$ cat src/rtl/vm_pkg.sv
// Shared types and coin helpers for the parameterised vending machine.
package vm_pkg;

    typedef enum logic [1:0] {
        ST_IDLE   = 2'd0,
        ST_CREDIT = 2'd1,
        ST_VEND   = 2'd2,
        ST_CHANGE = 2'd3
    } vm_state_t;

    localparam logic [1:0] COIN_5  = 2'b00;
    localparam logic [1:0] COIN_10 = 2'b01;
    localparam logic [1:0] COIN_20 = 2'b10;
    localparam logic [1:0] COIN_50 = 2'b11;

    localparam int COIN_VAL_W = 6;

    function automatic logic [COIN_VAL_W-1:0] coin_value(input logic [1:0] code);
        case (code)
            COIN_5:  return 6'd5;
            COIN_10: return 6'd10;
            COIN_20: return 6'd20;
            default: return 6'd50;
        endcase
    endfunction

endpackage

$ cat src/rtl/vm_change_gen.sv
// Greedy change selector: largest coin not exceeding the remaining credit.
module vm_change_gen
    import vm_pkg::*;
#(
    parameter int CREDIT_W = 8
) (
    input  logic [CREDIT_W-1:0] credit,
    output logic [1:0]          coin_code,
    output logic [CREDIT_W-1:0] coin_val
);

    always_comb begin
        coin_code = COIN_5;
        if (credit >= CREDIT_W'(50)) begin
            coin_code = COIN_50;
        end else if (credit >= CREDIT_W'(20)) begin
            coin_code = COIN_20;
        end else if (credit >= CREDIT_W'(10)) begin
            coin_code = COIN_10;
        end
        coin_val = (credit == '0) ? '0 : CREDIT_W'(coin_value(coin_code));
    end

endmodule

$ cat src/rtl/vending_machine_param.sv
// Parameterised vending machine controller; per-item stock tracking is
// compiled in only when VM_STOCK_EN is defined.
//
// state     | meaning
// ST_IDLE   | no credit, waiting for a coin
// ST_CREDIT | credit held, accepting coins / selection / cancel
// ST_VEND   | single dispense cycle
// ST_CHANGE | paying out remaining credit, one coin per cycle
module vending_machine_param
    import vm_pkg::*;
#(
    parameter int NUM_ITEMS  = 4,
    parameter int CREDIT_W   = 8,
    parameter int MAX_CREDIT = 200,
    parameter logic [NUM_ITEMS*CREDIT_W-1:0] PRICE_LIST = {8'd5, 8'd10, 8'd15, 8'd20},
    parameter int INIT_STOCK = 3,
    localparam int SEL_W = $clog2(NUM_ITEMS)
) (
    input  logic                 clk,
    input  logic                 reset,
    input  logic                 coin_valid,
    input  logic [1:0]           coin,
    input  logic                 sel_valid,
    input  logic [SEL_W-1:0]     sel,
    input  logic                 cancel,
    output logic                 vend,
    output logic [SEL_W-1:0]     vend_item,
    output logic                 change_valid,
    output logic [1:0]           change_coin,
    output logic [CREDIT_W-1:0]  credit,
    output logic                 coin_reject,
    output logic                 busy,
    output logic [NUM_ITEMS-1:0] sold_out
);

    localparam int SEL_SPAN = 2 ** SEL_W;
    localparam logic [CREDIT_W:0] MAX_C = (CREDIT_W + 1)'(MAX_CREDIT);

    if (NUM_ITEMS < 2 || NUM_ITEMS > 16 || INIT_STOCK < 0) begin : g_param_check
        $error("vending_machine_param: NUM_ITEMS must be 2..16 and INIT_STOCK >= 0");
    end

    vm_state_t             state_q, state_d;
    logic [CREDIT_W-1:0]   credit_d;
    logic                  vend_d, chg_valid_d, reject_d;
    logic [SEL_W-1:0]      vend_item_d;
    logic [1:0]            chg_coin_d, gen_code;
    logic [CREDIT_W-1:0]   gen_val;
    logic [CREDIT_W:0]     coin_sum;
    logic                  coin_fits, sel_ok;
    logic [NUM_ITEMS-1:0]  sold_out_q;

    // Pad the lookup tables to the full select range so out-of-range
    // selections simply read as non-existent items.
    logic [CREDIT_W-1:0]   price_tab [SEL_SPAN];
    logic [SEL_SPAN-1:0]   item_exists, item_empty;

    for (genvar i = 0; i < SEL_SPAN; i++) begin : g_tab
        if (i < NUM_ITEMS) begin : g_real
            assign price_tab[i]   = PRICE_LIST[i*CREDIT_W +: CREDIT_W];
            assign item_exists[i] = 1'b1;
            assign item_empty[i]  = sold_out_q[i];
        end else begin : g_pad
            assign price_tab[i]   = '0;
            assign item_exists[i] = 1'b0;
            assign item_empty[i]  = 1'b1;
        end
    end

    vm_change_gen #(.CREDIT_W(CREDIT_W)) u_change_gen (
        .credit    (credit),
        .coin_code (gen_code),
        .coin_val  (gen_val)
    );

    assign coin_sum  = {1'b0, credit} + (CREDIT_W + 1)'(coin_value(coin));
    assign coin_fits = (coin_sum <= MAX_C);
    assign sel_ok    = sel_valid && item_exists[sel] && !item_empty[sel]
                       && (credit >= price_tab[sel]);

    always_comb begin
        state_d     = state_q;
        credit_d    = credit;
        vend_d      = 1'b0;
        vend_item_d = '0;
        chg_valid_d = 1'b0;
        chg_coin_d  = COIN_5;
        reject_d    = 1'b0;
        case (state_q)
            ST_IDLE, ST_CREDIT: begin
                if (state_q == ST_CREDIT && cancel) begin
                    state_d  = ST_CHANGE;
                    reject_d = coin_valid;
                end else if (state_q == ST_CREDIT && sel_ok) begin
                    vend_d      = 1'b1;
                    vend_item_d = sel;
                    credit_d    = credit - price_tab[sel];
                    state_d     = ST_VEND;
                    reject_d    = coin_valid;
                end else if (coin_valid) begin
                    if (coin_fits) begin
                        credit_d = coin_sum[CREDIT_W-1:0];
                        state_d  = ST_CREDIT;
                    end else begin
                        reject_d = 1'b1;
                    end
                end
            end
            ST_VEND: begin
                reject_d = coin_valid;
                state_d  = (credit != '0) ? ST_CHANGE : ST_IDLE;
            end
            ST_CHANGE: begin
                reject_d = coin_valid;
                if (credit == '0) begin
                    state_d = ST_IDLE;
                end else begin
                    chg_valid_d = 1'b1;
                    chg_coin_d  = gen_code;
                    credit_d    = credit - gen_val;
                end
            end
            default: state_d = ST_IDLE;
        endcase
    end

    always_ff @(posedge clk) begin
        if (!reset) begin
            state_q      <= ST_IDLE;
            credit       <= '0;
            vend         <= 1'b0;
            vend_item    <= '0;
            change_valid <= 1'b0;
            change_coin  <= '0;
            coin_reject  <= 1'b0;
            busy         <= 1'b0;
        end else begin
            state_q      <= state_d;
            credit       <= credit_d;
            vend         <= vend_d;
            vend_item    <= vend_item_d;
            change_valid <= chg_valid_d;
            change_coin  <= chg_coin_d;
            coin_reject  <= reject_d;
            busy         <= (state_d == ST_VEND) || (state_d == ST_CHANGE);
        end
    end

`ifdef VM_STOCK_EN
    localparam int STOCK_W = (INIT_STOCK < 1) ? 1 : $clog2(INIT_STOCK + 1);
    logic [STOCK_W-1:0] stock_q [NUM_ITEMS];

    // Stock and sold_out update on the same edge that issues the vend pulse.
    always_ff @(posedge clk) begin
        for (int i = 0; i < NUM_ITEMS; i++) begin
            if (!reset) begin
                stock_q[i]    <= STOCK_W'(INIT_STOCK);
                sold_out_q[i] <= (INIT_STOCK == 0);
            end else if (vend_d && vend_item_d == SEL_W'(i)) begin
                stock_q[i]    <= stock_q[i] - STOCK_W'(1);
                sold_out_q[i] <= (stock_q[i] == STOCK_W'(1));
            end
        end
    end
`else
    assign sold_out_q = '0;
`endif

    assign sold_out = sold_out_q;

endmodule
$ cat config.mk
export PLATFORM = sky130hd
export DESIGN_NAME = vending_machine_param
export DESIGN_NICKNAME = d
export VERILOG_FILES = /design/src/rtl/vm_pkg.sv /design/src/rtl/vm_change_gen.sv /design/src/rtl/vending_machine_param.sv
export SDC_FILE = /design/constraint.sdc
export NUM_CORES = 1
export LEC_CHECK = 0
export ABC_AREA = 1
export CORE_UTILIZATION = 50
export CTS_CLUSTER_DIAMETER = 100
export DETAILED_ROUTE_END_ITERATION = 7
export PLACE_DENSITY = 0.85
export SYNTH_ARGS = -nofsm -noshare
export SYNTH_HDL_FRONTEND = slang
export SYNTH_SLANG_ARGS = --single-unit
export TNS_END_PERCENT = 5
$ cat constraint.sdc
create_clock -name clk -period 2.2 [get_ports clk]
set_input_delay 0.44 -clock clk [delete_from_list [all_inputs] [get_ports clk]]
set_output_delay 0.44 -clock clk [all_outputs]
set_load 0.005 [all_outputs]
==> run metrics <==
Slew @ Worst Pin=0.567 ns; post-route cell area=3190 µm²; final worst path period need=2.71 ns; gpl congestion=0.910; failing checks=design-rule violations, negative setup slack; Final HPWL DP=4890 µm; XOR/XNOR Fraction of Synth Area=1.76%; Placed Area=2760 µm²; CTS sink count=17; Synth area leaders=dfxtp_1, nand2_1, ha_1, nand3_1, inv_1; most frequent cells after synthesis=nand2_1, inv_1, nand3_1, nor2_1, ha_1; Synth Register Bits=17; Worst Hold Class=input pin to flop; # fillers=186; initial DRC count=450; vias in the first global route=2806; Slew headroom=62.1%; Cells after Synth=324; CP Launch Point=credit[7]; Max Fclk=369 MHz; status=finished, violations left; Mapped Area=2000 µm²; clock-pin slew on the worst setup and hold paths=0.08 ns; most common cell in the synthesized netlist=nand2_1; hold_sp=sel[1]; DRT Wirelength=10200 µm; simple-gate share of the synthesized area=42.4%; initial antenna violation count=0; I/O Pins=29; CP startpoint kind=flop; drt first pass iters=8; compound-gate portion of the synthesized area=9.28%; unrepaired setup endpoints after global routing=true; number of max-cap violations=0; final slew viol count=0; Core Rows=22; Async SR Flop Fraction=0%; Lkg Pwr=0.00165 µW; PD cells=1920 nW/µm²; Net count, final=458; htree depth=1; Hold Buf Count CTS=0; die area=4250 µm²; grt total ovfl=0; clock root buffer=clkbuf_8; DRC Markers=2; Placed Cells=456; Avg Cell Area, Syn=6.16 µm²; Via density=6.39; Diodes inserted=0; mux cell area share after synthesis=0%; Critical Path RT=2.40 ns; Worst-Skew Late Latency=0.28 ns; Final Setup Violations=14; wire per inst=21.5 µm; final count of hold timing violations=0; Crit Path Max Fanout=3; Post-synth top flop=dfxtp_1; TritonCTS Buffers=3; die height=65.2 µm; CP Capture Type=flop; Buffers on Ports=24; biggest area consumer among synthesized cells=dfxtp_1; global-route wire length before repair=13200 µm; fraction of layout cells with a size suffix above 1=42.7%; largest family of logic cells by synthesized area=simple AND/OR/NAND/NOR gates; post-synth cell types=33; DR vias=3030; FF-to-FF Start=credit[7]; largest net degree at the start of global routing=13; CTS tree=done; Post-Layout Cell Count=474; post-synthesis adder-cell area fraction=14.9%; Post-synth EDFFs=0; fin crit share=123%; Tot GR Track Use=41.4%; Ys Warns=0; Die Width=65.2 µm; P&R area growth vs syn=59.9%; Post-DRT Antenna Nets=0; top-area cell type share of the netlist area=17.1%; core area=3740 µm²; Seq/Total Area, Yosys=17.1%; Initial Utilization=53.3%; clock skew=0.00310 ns; Setup Crit Path Kind=flop to flop; VDD IR max=1460 µV; Critical Path AT=2.91 ns; setup ws final=-0.507 ns; CTS max path bufs=2
cell type report:
type / instances / area (µm²) / share of cell area [%]
flip-flops and latches: 17 / 353 / 11.1
well taps: 48 / 60.1 / 1.88
inverters: 51 / 206 / 6.47
repair buffers: 106 / 863 / 27.1
multi-input cells: 248 / 1660 / 52.1
clock buffers: 3 / 41.3 / 1.29
clock inverters: 1 / 5.00 / 0.157
sequential cells by signal, summed over array words and instances, names as in the netlist:
signal	cells
vend	1
vend_item	2
credit	8
change_coin	2
busy	1
change_valid	1
coin_reject	1
state_q	1
worst paths after layout:
kind | to | slack, ns | cells past startpoint
worst max register to register | credit[2] | -0.51 | 15
worst min register to register | credit[0] | 0.64 | 3
worst min-delay path | vend_item[1] | 0.62 | 4
worst max-delay path | credit[2] | -0.51 | 15
layout by cell type, fill, tap and decap left out, drive strengths merged, types with 4 or more instances in the layout:
cell type and n:
a21oi 19, buf 82, clkbuf 5, clkdlybuf4s50 20, conb 4, dfxtp 17, ha 19, inv 51
nand2 92, nand3 38, nand3b 4, nand4 6, nor2 39, o21ai 7, xor2 4
repair_timing:
action,CTS,global route
hold endpoints to repair,0,0
buffers inserted,11,3
pin swaps,26,31
gates resized for setup,47,50
endpoints found under the setup margin,14,14
metrics by stage:
stage	hold WS, ns	setup slack (ns)	power, µW	utilization, %	setup TNS [ns]
final	0.621	-0.507	6110	85.2	-4.62
after global routing	0.616	-0.654	6340	85.2	-6.22
after CTS	0.601	-0.200	4900	80.4	-1.61
after detailed placement	0.587	-0.837	4230	73.8	-10.49
after global placement	0.581	-0.733	4080	73.8	-9.13
after floorplan	0.518	-0.0531	2760	-	-0.333
where the power goes:
| group | internal (µW) | switching [µW] | total, µW |
|---|---|---|---|
| logic | 2260 | 3030 | 5290 |
| registers | 418 | 130 | 548 |
| clock network | 127 | 145 | 272 |
| total | 2810 | 3310 | 6110 |
critical path, cell delays in order, from the launching register on:
cell and delay [ns]:
dfxtp_2 0.34, inv_2 0.07, nand2_4 0.07, nor2_4 0.16, inv_2 0.10, nor2_4 0.16
nand2_2 0.07, and2_4 0.18, buf_4 0.14, fa_2 0.42, buf_4 0.16, xor2_1 0.20
nor2_2 0.08, a31oi_1 0.25, nor2_1 0.12, nor2_2 0.12
routing by layer:
| metal | routed length, µm | vias to the layer above | track usage, % |
|---|---|---|---|
| li1 | - | 1236 | - |
| met1 | 3430 | 1289 | 47.1 |
| met2 | 4250 | 364 | 67.3 |
| met3 | 1410 | 141 | 9.72 |
| met4 | 1090 | 0 | 30.2 |
| met5 | 0 | - | 0 |
logic make-up after synthesis:
group | count (synthesis)
adder cells (fa/ha/maj) | 22
AO/OA/AOI/OAI | 32
other | 1
buffers and inverters | 62
flip-flops | 17
XOR/XNOR | 4
AND/OR/NAND/NOR | 186
Power figures use the tool's default switching activity.
